$ cat src/rtl/ram_arbiter.sv
// ram_arbiter: round-robin two-master front end for a single-port, sync-read 16-bit word RAM.
// Optional macro RAM_ARB_RMW_EN: byte writes are merged here by read-modify-write; otherwise byte enables pass to the RAM.
module ram_arbiter #(
  parameter int unsigned DEPTH      = 512,
  parameter bit          FIRST_PRIO = 1'b0
) (
  input  logic        clk,
  input  logic        rst,
  input  logic        m0_req,
  input  logic        m0_we,
  input  logic [1:0]  m0_be,
  input  logic [15:0] m0_addr,
  input  logic [15:0] m0_wdata,
  output logic        m0_ack,
  output logic [15:0] m0_rdata,
  input  logic        m1_req,
  input  logic        m1_we,
  input  logic [1:0]  m1_be,
  input  logic [15:0] m1_addr,
  input  logic [15:0] m1_wdata,
  output logic        m1_ack,
  output logic [15:0] m1_rdata,
  output logic        busy,
  output logic [15:0] ram_addr,
  output logic [15:0] ram_wdata,
  output logic [1:0]  ram_be,
  output logic        ram_we,
  input  logic [15:0] ram_rdata
);

  typedef enum logic [2:0] {IDLE, RD, CAP, WR, DONE} state_e;

  localparam logic [16:0] DEPTH_W = 17'(DEPTH);

  state_e      state_q, state_d;
  logic        id_q, id_d;
  logic        we_q, we_d;
  logic [1:0]  be_q, be_d;
  logic [15:0] addr_q, addr_d;
  logic [15:0] wdata_q, wdata_d;
  logic        oor_q, oor_d;
  logic        last_q, last_d;
  logic [15:0] res_q, res_d;
  logic [15:0] m0_rdata_q, m0_rdata_d;
  logic [15:0] m1_rdata_q, m1_rdata_d;

  logic        gnt;
  logic        sel_we;
  logic [1:0]  sel_be;
  logic [15:0] sel_addr;
  logic [15:0] sel_wdata;
  logic        sel_oor;
  logic        upd_rdata;

  // Under contention the master that did not win last time goes next.
  assign gnt       = (m0_req && m1_req) ? ~last_q : m1_req;
  assign sel_we    = gnt ? m1_we    : m0_we;
  assign sel_be    = gnt ? m1_be    : m0_be;
  assign sel_addr  = gnt ? m1_addr  : m0_addr;
  assign sel_wdata = gnt ? m1_wdata : m0_wdata;
  assign sel_oor   = {1'b0, sel_addr} >= DEPTH_W;
  assign upd_rdata = !we_q || oor_q;

  always_comb begin
    // NOTE: every *_d is given its hold value first, so no branch can leave one unassigned and infer a latch.
    state_d    = state_q;
    id_d       = id_q;
    we_d       = we_q;
    be_d       = be_q;
    addr_d     = addr_q;
    wdata_d    = wdata_q;
    oor_d      = oor_q;
    last_d     = last_q;
    res_d      = res_q;
    m0_rdata_d = m0_rdata_q;
    m1_rdata_d = m1_rdata_q;
    unique case (state_q)
      IDLE: begin
        if (m0_req || m1_req) begin
          id_d    = gnt;
          we_d    = sel_we;
          be_d    = sel_be;
          addr_d  = sel_addr;
          wdata_d = sel_wdata;
          oor_d   = sel_oor;
          res_d   = '0;
          if (sel_oor)                state_d = DONE;
          else if (!sel_we)           state_d = RD;
          else if (sel_be == 2'b11)   state_d = WR;
          else if (sel_be == 2'b00)   state_d = DONE;
          else begin
`ifdef RAM_ARB_RMW_EN
            state_d = RD;
`else
            state_d = WR;
`endif
          end
        end
      end
      RD:  state_d = CAP;
      CAP: begin
        if (we_q) begin
          wdata_d = {be_q[1] ? wdata_q[15:8] : ram_rdata[15:8],
                     be_q[0] ? wdata_q[7:0]  : ram_rdata[7:0]};
          state_d = WR;
        end else begin
          unique case (be_q)
            2'b01:   res_d = {8'h00, ram_rdata[7:0]};
            2'b10:   res_d = {8'h00, ram_rdata[15:8]};
            default: res_d = ram_rdata;
          endcase
          state_d = DONE;
        end
      end
      WR:  state_d = DONE;
      DONE: begin
        last_d = id_q;
        if (upd_rdata) begin
          if (id_q) m1_rdata_d = res_q;
          else      m0_rdata_d = res_q;
        end
        state_d = IDLE;
      end
      default: state_d = IDLE;
    endcase
  end

  always_ff @(posedge clk) begin
    // NOTE: non-blocking assignments so every flop samples the pre-edge value of its neighbours.
    if (rst) begin
      state_q    <= IDLE;
      id_q       <= 1'b0;
      we_q       <= 1'b0;
      be_q       <= 2'b11;
      addr_q     <= '0;
      wdata_q    <= '0;
      oor_q      <= 1'b0;
      last_q     <= ~FIRST_PRIO;
      res_q      <= '0;
      m0_rdata_q <= '0;
      m1_rdata_q <= '0;
    end else begin
      state_q    <= state_d;
      id_q       <= id_d;
      we_q       <= we_d;
      be_q       <= be_d;
      addr_q     <= addr_d;
      wdata_q    <= wdata_d;
      oor_q      <= oor_d;
      last_q     <= last_d;
      res_q      <= res_d;
      m0_rdata_q <= m0_rdata_d;
      m1_rdata_q <= m1_rdata_d;
    end
  end

  assign busy      = state_q != IDLE;
  assign ram_addr  = addr_q;
  assign ram_wdata = wdata_q;
  assign ram_we    = state_q == WR;
`ifdef RAM_ARB_RMW_EN
  assign ram_be    = 2'b11;
`else
  assign ram_be    = (state_q == WR) ? be_q : 2'b11;
`endif

  // Read data is forwarded during the ack cycle and held in the per-master register afterwards.
  assign m0_ack   = (state_q == DONE) && !id_q;
  assign m1_ack   = (state_q == DONE) &&  id_q;
  assign m0_rdata = (m0_ack && upd_rdata) ? res_q : m0_rdata_q;
  assign m1_rdata = (m1_ack && upd_rdata) ? res_q : m1_rdata_q;

endmodule

$ cat config.mk
export PLATFORM = sky130hd
export DESIGN_NAME = ram_arbiter
export DESIGN_NICKNAME = d
export VERILOG_FILES = /design/src/rtl/ram_arbiter.sv
export SDC_FILE = /design/constraint.sdc
export NUM_CORES = 1
export LEC_CHECK = 0
export CAP_MARGIN = 15
export CORE_AREA = 2 2 97 99
export DETAILED_ROUTE_END_ITERATION = 8
export DIE_AREA = 0 0 99 101
export GPL_ROUTABILITY_DRIVEN = 0
export PLACE_DENSITY = 0.92
export SYNTH_ARGS = -nofsm -noshare
export SYNTH_HDL_FRONTEND = slang
export SYNTH_SLANG_ARGS = --single-unit
export TNS_END_PERCENT = 10
$ cat constraint.sdc
create_clock -name clk -period 5.4 [get_ports clk]
set_clock_uncertainty 0.15 [all_clocks]
set_input_delay 0.54 -clock clk [delete_from_list [all_inputs] [get_ports clk]]
set_output_delay 0.54 -clock clk [all_outputs]
set_load 0.02 [all_outputs]
### Word-level counts from Yosys, hierarchy flattened

Cells that the tools add are included.

* register bits after elaboration: 89
* latch bits: 0
* memory bits (writable): 0
* bits in read-only memories: 0
* bits of input ports: 90
* output and inout bits: 70
* word-level logic and storage cells: 70
* memories kept: 0

* add/sub/neg operators: 0
* multipliers: 0
* divide/modulo/power cells: 0
* $lt $le $gt $ge: 1
* equality and inequality tests: 12
* shifts and indexed selects: 0
* mux-type cells: 24
* bitwise gates (word level): 2
* reductions and logical operators: 19

Operators with widths (number)
* $mux W16: 8
* $pmux W16 S2: 3
* $mux W3: 6
* $ge A16 B10 Y1 const B: 1
* $mux W8: 2
* $pmux W3 S4: 1
* $ne A2 B2 Y1 const B: 5
* $reduce_and A3 Y1: 3
* $reduce_and A4 Y1: 2
* $eq A3 B2 Y1 const B: 2
* $logic_and A1 B1 Y1: 5
* $eq A2 B2 Y1 const B: 2
* $mux W2: 2
* $eq A3 B1 Y1 const B: 1
* $eq A3 B3 Y1 const B: 1
* $logic_not A3 Y1: 1
* $reduce_bool A3 Y1: 1
* $eq A2 B1 Y1 const B: 1
* $logic_not A1 Y1: 2
* $logic_not A2 Y1: 1
* $logic_or A1 B1 Y1: 2
* $mux W1: 2
* $not A1 Y1: 2
* $reduce_and A2 Y1: 1
* $reduce_bool A2 Y1: 1

### Logic depth before layout (Yosys ltp)

Gate-level depths: netlist of run 1.

* depth in word-level cells: 10
* depth in mapped cells: 8
* gate-level depth less buffers: 6

### Worst setup path after synthesis of run 1

OpenSTA, ideal clock, no wires.

* path kind: register to output
* start: register state_q[0]
* end: output port m0_rdata[10]
* data arrival time: 1.636 ns
* data required time: 4.710 ns
* path slack: 3.074 ns
* cell stages (with the launch flop): 6
* cell sequence: dfxtp_1 buf_2 nor4b_4 nand2_2 buf_6 mux2_1

* cells in the longest elaborated chain, start to end: 4

RTL lines
* start: declaration: RTL line 35 `state_e state_q, state_d;`
* start signal: assignment: RTL line 143 `state_q <= state_d;`
* $eq A3 B3 Y1: RTL line 168 `assign m0_ack = (state_q == DONE) && !id_q;`
* $logic_and A1 B1 Y1: RTL line 168
* net m0_ack: RTL line 14 `output logic m0_ack,`
* $logic_and A1 B1 Y1: RTL line 170 `assign m0_rdata = (m0_ack && upd_rdata) ? res_q : m0_rdata_q;`
* $mux W16: RTL line 170
* end: declaration: RTL line 15 `output logic [15:0] m0_rdata,`

The timed path passes the listed nets, and every way through them passes these cells.

### Final worst setup path of run 1

* start: register state_q[1]
* end: output port m1_rdata[8]

* cells in the longest elaborated chain, start to end: 4

RTL lines
* $eq A3 B3 Y1: RTL line 169 `assign m1_ack = (state_q == DONE) && id_q;`
* $logic_and A1 B1 Y1: RTL line 169
* $logic_and A1 B1 Y1: RTL line 171 `assign m1_rdata = (m1_ack && upd_rdata) ? res_q : m1_rdata_q;`
* $mux W16: RTL line 171
* end: declaration: RTL line 22 `output logic [15:0] m1_rdata,`

Every way passes these cells.

==> impl_metrics.csv, run 1 <==
group,metric,value,unit
timing,hold-worst-slack,0.3319,ns
die,total_core_area,0.008977,mm²
pwr,power,0.001509,W
setup_path,critical_path_s_largest_stage_delay,0.64,ns
clock_network,post_cts_buffers,0,
clock_network,tritoncts,"yes",
setup_path,crit-reg2reg-launch,"state_q[1]",
setup_path,reg_to_reg_endpoint,"res_q[7]",
setup_path,cp-start-kind,"flop",
route,drt_pass1_iterations,5,
clock_network,tritoncts_buffer_count,9,
synth,postSynthNetCount,522,
synth,netlist_top_cells_count,"89 x dfxtp_1, 41 x nor2_1, 35 x mux2i_1",
timing,final_slew_viol_count,0,
setup_path,timing.critical_path.from,"state_q[1]",
die,die_area,0.009999,mm²
clock_network,clock_latency_on_the_worst_skew_pair,0.37,ns
timing,number_of_failing_setup_endpoints_in_the_final_timing_report,0,
route,post_drt_wl_per_cell,16.87,µm
global_routing,grt_remaining_overflow,0,
route,avgViaCountPerCell,5.429,
synth,synth.distinct_cells,46,
timing,max_freq,0.3006,GHz
synth,synth_enable_flop_cells,0,
timing,unrepaired_setup_endpoints_after_global_routing,"false",
outcome,outcome,"finished clean",
setup_path,setup.worst_path.end,"m1_rdata[8]",
route,postRouteWirelength,11580,µm
timing,final.setup.tns,0,ns
layout,num-nets-final,662,
setup_path,rrSetupSlack,2.75,ns
die,floorplan.io_pins,160,
die,die_w,99,µm
synth,yosys_most_used_dff,"dfxtp_1",
worst_hold_path,min_path_cells,2,
worst_hold_path,worst_min_delay_path_category,"flop to flop",
pwr,power.static_leakage,2.263,nW
synth,sequential_cell_area_fraction_in_the_yosys_report,43.06,%
timing,timing.final.hold_violations,0,
global_routing,antenna_found_initial,0,
placed_design,placed_cell_count,670,
synth,yosysWarningCount,0,
timing,slew_headroom,26.28,%
clock_network,clk_pin_slew,0.09,ns
clock_network,postCtsHoldBufs,0,
setup_path,crit_path_cells,"and4bb_2, nand2_2, mux2_1, clkdlybuf4s50_1",
setup_path,worst-path-buf-inv,1,
die,die_y,101,µm
timing,final.min_clock_period,3.326,ns
setup_path,crit_cells,4,
global_routing,maximum_number_of_pins_on_one_net_before_global_route_repair,79,
synth,synth_most_common_cell,"dfxtp_1",
timing,tightest_slew,1.106,ns
setup_path,worst_ep_arrival_time,2.64,ns
layout,layout-drive-gt1-share,8.000,%
setup_path,ff2ff_path_depth,4,
global_routing,grt_use_total,23.04,%
layout,area_growth,43.18,%
clock_network,h_tree_lvls,3,
clock_network,clock_path_buffers,2,
setup_path,cell_type_of_the_slowest_stage_on_the_worst_timing_path,"dfxtp_1",
die,initial_utilization,46.09,%
synth,ys_async_sr_fraction,0,%
pwr,pwr_cell_area,254.7,mW/mm²
run,drv.max_cap_violation_count,0,
synth,synth_seq_cells,89,
placed_design,place_hpwl,8629,µm
placed_design,io_buffers,159,
route,drt_first_iter_violations,193,
synth,synth_top_cell_area_share,43.06,%
synth,post_synth_main_area_contributors,"dfxtp_1 43%, mux2i_1 8.5%, a22o_1 5.1%, nor2b_1 5.0%, mux2_1 4.6%",
setup_path,class_of_the_most_critical_setup_path,"flop to output port",
global_routing,first_global_vias,3715,
layout,fin_util,65.99,%
route,drtAntennaViolNets,0,
die,fp-row-count,35,
pwr,peakVddDrop,0.1244,mV
clock_network,numClockSinks,89,
setup_path,cp.required,4.71,ns
synth,synth_top_cell_by_area,"dfxtp_1",
clock_network,cts_resized,0,
setup_path,setup_crit_end_kind,"output port",
clock_network,buffer_type_at_the_clock_tree_root,"clkbuf_8",
synth,syn_area,0.004138,mm²
setup_path,crit_path_max_fanout,16,
route,remaining_drc_errors,0,
timing,final.period_utilization,61.60,%
global_routing,grt_pass1_wl,18580,µm
route,detailroute.via_count,3724,
synth,synth_area_per_cell,9.623,µm²
synth,synthesis.instances,430,
layout,number_of_inserted_diodes,0,
setup_path,cp_delay_by_family_top,"simple AND/OR/NAND/NOR gates",
layout,stdcell_count,686,
-- worst min-delay path by stage --
stage | startpoint | end | slack (ns)
after CTS | oor_q | oor_q | 0.33
after global placement | ram_wdata[5] | ram_wdata[5] | 0.31
final | oor_q | oor_q | 0.33
after floorplan | last_q | last_q | 0.28
after global routing | res_q[12] | res_q[12] | 0.36
after detailed placement | ram_wdata[6] | ram_wdata[6] | 0.32
-- tightest hold or removal path, cell delays in order (launching register included) --
cell	delay, ns
dfxtp_1	0.32
nand3b_1	0.07
o21ai_1	0.06
-- logic make-up (layout without fill, tap and decap cells) --
| logic type | count (synthesis) | after routing | synth area share, % |
|---|---|---|---|
| compound gates | 97 | 97 | 16.57 |
| fa+ha+maj | 2 | 2 | 0.6047 |
| buf+inv | 37 | 182 | 4.656 |
| mux | 67 | 67 | 17.18 |
| simple gates | 138 | 138 | 17.93 |
| flops | 89 | 89 | 43.06 |
-- sequential cells by signal (all words and copies together) (netlist names) --
| register | count |
|---|---|
| id_q | 1 |
| m0_rdata_q | 16 |
| oor_q | 1 |
| ram_wdata | 16 |
| be_q | 2 |
| state_q | 3 |
| m1_rdata_q | 16 |
| last_q | 1 |
| we_q | 1 |
| ram_addr | 16 |
| res_q | 16 |
-- placed cells by master (no fill, tap or decap), drive strengths merged, types with 3 or more instances in the layout --
cell type and instances:
nor3 3, nor2b 33, buf 3, o21ai 6, dfxtp 89, a211o 4, a211oi 18, inv 9
nand4 8, clkdlybuf4s50 158, nand3 10, clkbuf 9, nor4 3, nand2 29, mux2 32, a22o 24
nor3b 4, nor2 42, mux2i 35, a21oi 34
-- metal layers --
layer | vias to the layer above | GRT usage (%) | part of all wire, %
li1 | 1828 | - | -
met1 | 1742 | 29.29 | 44
met2 | 133 | 39.40 | 50
met3 | 21 | 3.190 | 4.2
met4 | 0 | 9.378 | 2.0
met5 | - | 0 | 0
-- through the flow --
stage | cell area (µm²) | setup slack (ns)
detailed placement | 5715 | 2.465
finish | 5924 | 2.074
global placement | 5715 | 2.543
CTS | 5924 | 2.056
floorplan | 4138 | 3.074
global route | 5924 | 1.964
-- power breakdown --
part / total (W) / leakage, nW / switching, W / internal [W]
clock network: 0.000489 / 0.100 / 0.000265 / 0.000224
registers: 0.000706 / 0.726 / 0.0000208 / 0.000685
logic: 0.000314 / 1.44 / 0.000151 / 0.000163
-- cell type report --
cell class / instances / area, µm²
Sequential cell: 89 / 1782
Clock buffer: 9 / 123.9
Fill cell: 691 / 3053
Tap cell: 111 / 138.9
Timing Repair Buffer: 161 / 1602
Multi-Input combinational cell: 304 / 2175
Inverter: 5 / 18.77
Clock inverter: 7 / 85.08
Note: power is estimated with default switching activity, not from simulation.
==> run 2: changes to the inputs <==
CORE_AREA = 2 2 100 102   (was 2 2 97 99)
DIE_AREA = 0 0 102 104   (was 0 0 99 101)
PLACE_DENSITY = 0.88   (was 0.92)
clock period = 3.5 ns   (was 5.4 ns; I/O delays follow)
==> impl_metrics.csv, run 2 (synthesis gave the netlist of run 1 again) <==
group,metric,value,unit
pwr,power.share.switching,30.42,%
route,post_drt_wl_per_cell,16.60,µm
die,floorplan.io_pins,160,
route,remaining_drc_errors,0,
die,total_core_area,0.009549,mm²
clock_network,tritoncts,"yes",
layout,number_of_inserted_diodes,0,
timing,hold-worst-slack,0.2497,ns
layout,num-nets-final,663,
clock_network,buffer_type_at_the_clock_tree_root,"clkbuf_8",
timing,unrepaired_setup_endpoints_after_global_routing,"false",
route,postRouteWirelength,11770,µm
global_routing,antenna_found_initial,0,
setup_path,cp-start-kind,"flop",
timing,final_slew_viol_count,0,
layout,layout_commonest_cell,"clkdlybuf4s50_1",
global_routing,grt_pass1_wl,18670,µm
route,avgViaCountPerCell,5.275,
die,die_y,104,µm
clock_network,post_cts_buffers,0,
clock_network,tritoncts_buffer_count,9,
setup_path,crit_path_max_fanout,16,
timing,final.setup.tns,0,ns
timing,number_of_failing_setup_endpoints_in_the_final_timing_report,0,
pwr,clock_power_share,31.0,%
pwr,switching_power,0.0006951,W
setup_path,setup_crit_end_kind,"output port",
global_routing,maximum_number_of_pins_on_one_net_before_global_route_repair,62,
route,detailroute.via_count,3740,
layout,layout.cell_area.non_filler,0.005961,mm²
pwr,power.static_leakage,2.265,nW
pwr,pwr_cell_area,383.4,mW/mm²
timing,tightest_slew,0.8704,ns
die,initial_utilization,43.33,%
pwr,peakVddDrop,0.1888,mV
route,drt_pass1_iterations,4,
pwr,internal-power,0.001590,W
outcome,outcome,"finished clean",
setup_path,cp.required,3.00,ns
die,fp-row-count,36,
layout,most-common-layout-cells,"158 x clkdlybuf4s50_1, 89 x dfxtp_1, 41 x nor2_1",
placed_design,io_buffers,159,
worst_hold_path,worst_min_delay_path_category,"primary input to flop",
clock_network,clk_pin_slew,0.10,ns
route,drtAntennaViolNets,0,
timing,final.period_utilization,89.01,%
timing,max_freq,0.3210,GHz
global_routing,grt_remaining_overflow,0,
setup_path,worst_ep_arrival_time,2.62,ns
pwr,sequentialPowerShare,47.7,%
timing,slew_headroom,41.72,%
die,die_area,0.01061,mm²
placed_design,place_hpwl,8909,µm
placed_design,area_after_dpl,0.005763,mm²
clock_network,clock_path_buffers,2,
clock_network,postCtsHoldBufs,0,
layout,area_growth,44.06,%
layout,layout-drive-gt1-share,8.160,%
clock_network,h_tree_lvls,3,
run,drv.max_cap_violation_count,0,
global_routing,first_global_vias,3674,
pwr,combinational_fraction_of_design_power,21.3,%
clock_network,cts_resized,0,
timing,timing.final.hold_violations,0,
timing,final.min_clock_period,3.115,ns
clock_network,clock_latency_on_the_worst_skew_pair,0.37,ns
global_routing,grt_use_total,22.24,%
route,drt_first_iter_violations,219,
setup_path,class_of_the_most_critical_setup_path,"flop to output port",
die,die_w,102,µm
clock_network,numClockSinks,89,
run 2: path summary, 6_finish.rpt:
check             startpoint           end  slack (ns)  cells past startpoint
setup reg to reg  state_q[1]  ram_addr[15]        1.34                      5
hold reg to reg    res_q[11]     res_q[11]        0.32                      2
hold / removal           rst          id_q        0.25                      2
setup / recovery  state_q[1]   m1_rdata[8]        0.38                      4
run 2: critical path: stages (launching register included):
cell and delay (ns):
dfxtp_1 0.64, and4bb_2 0.33, nand2_2 0.34, mux2_1 0.38
clkdlybuf4s50_1 0.55
run 2: stage by stage:
step | util (%) | std cells | power [W] | setup slack (ns)
CTS | 62.42 | 709 | 0.002294 | 0.3671
global route | 62.42 | 709 | 0.002380 | 0.2177
finish | 62.42 | 709 | 0.002285 | 0.3848
floorplan | - | 430 | 0.001370 | 1.364
detailed placement | 60.35 | 693 | 0.001597 | 0.7740
global placement | 60.35 | 693 | 0.001586 | 0.8356
run 2: layer usage:
metal | track usage [%] | vias to the layer above | wire length (µm)
li1 | - | 1840 | -
met1 | 28.42 | 1759 | 4993
met2 | 36.75 | 121 | 5842
met3 | 4.839 | 20 | 678
met4 | 7.619 | 0 | 256
met5 | 0 | - | 0
run 2: area by class of cell:
class | instances | area [µm²]
clock buffers | 9 | 123.9
clock inverters | 7 | 73.82
fillers | 837 | 3588
inverters | 5 | 18.77
multi-input cells | 304 | 2175
flip-flops and latches | 89 | 1782
well taps | 133 | 166.4
repair buffers | 162 | 1622
run 2: power by group through the flow:
stage	Sequential, W	Clock [W]	Combinational, W
floorplan	0.00115	0	0.000220
global placement	0.00111	0	0.000476
detailed placement	0.00111	0	0.000486
CTS	0.00109	0.000717	0.000488
global route	0.00110	0.000763	0.000521
finish	0.00109	0.000709	0.000487
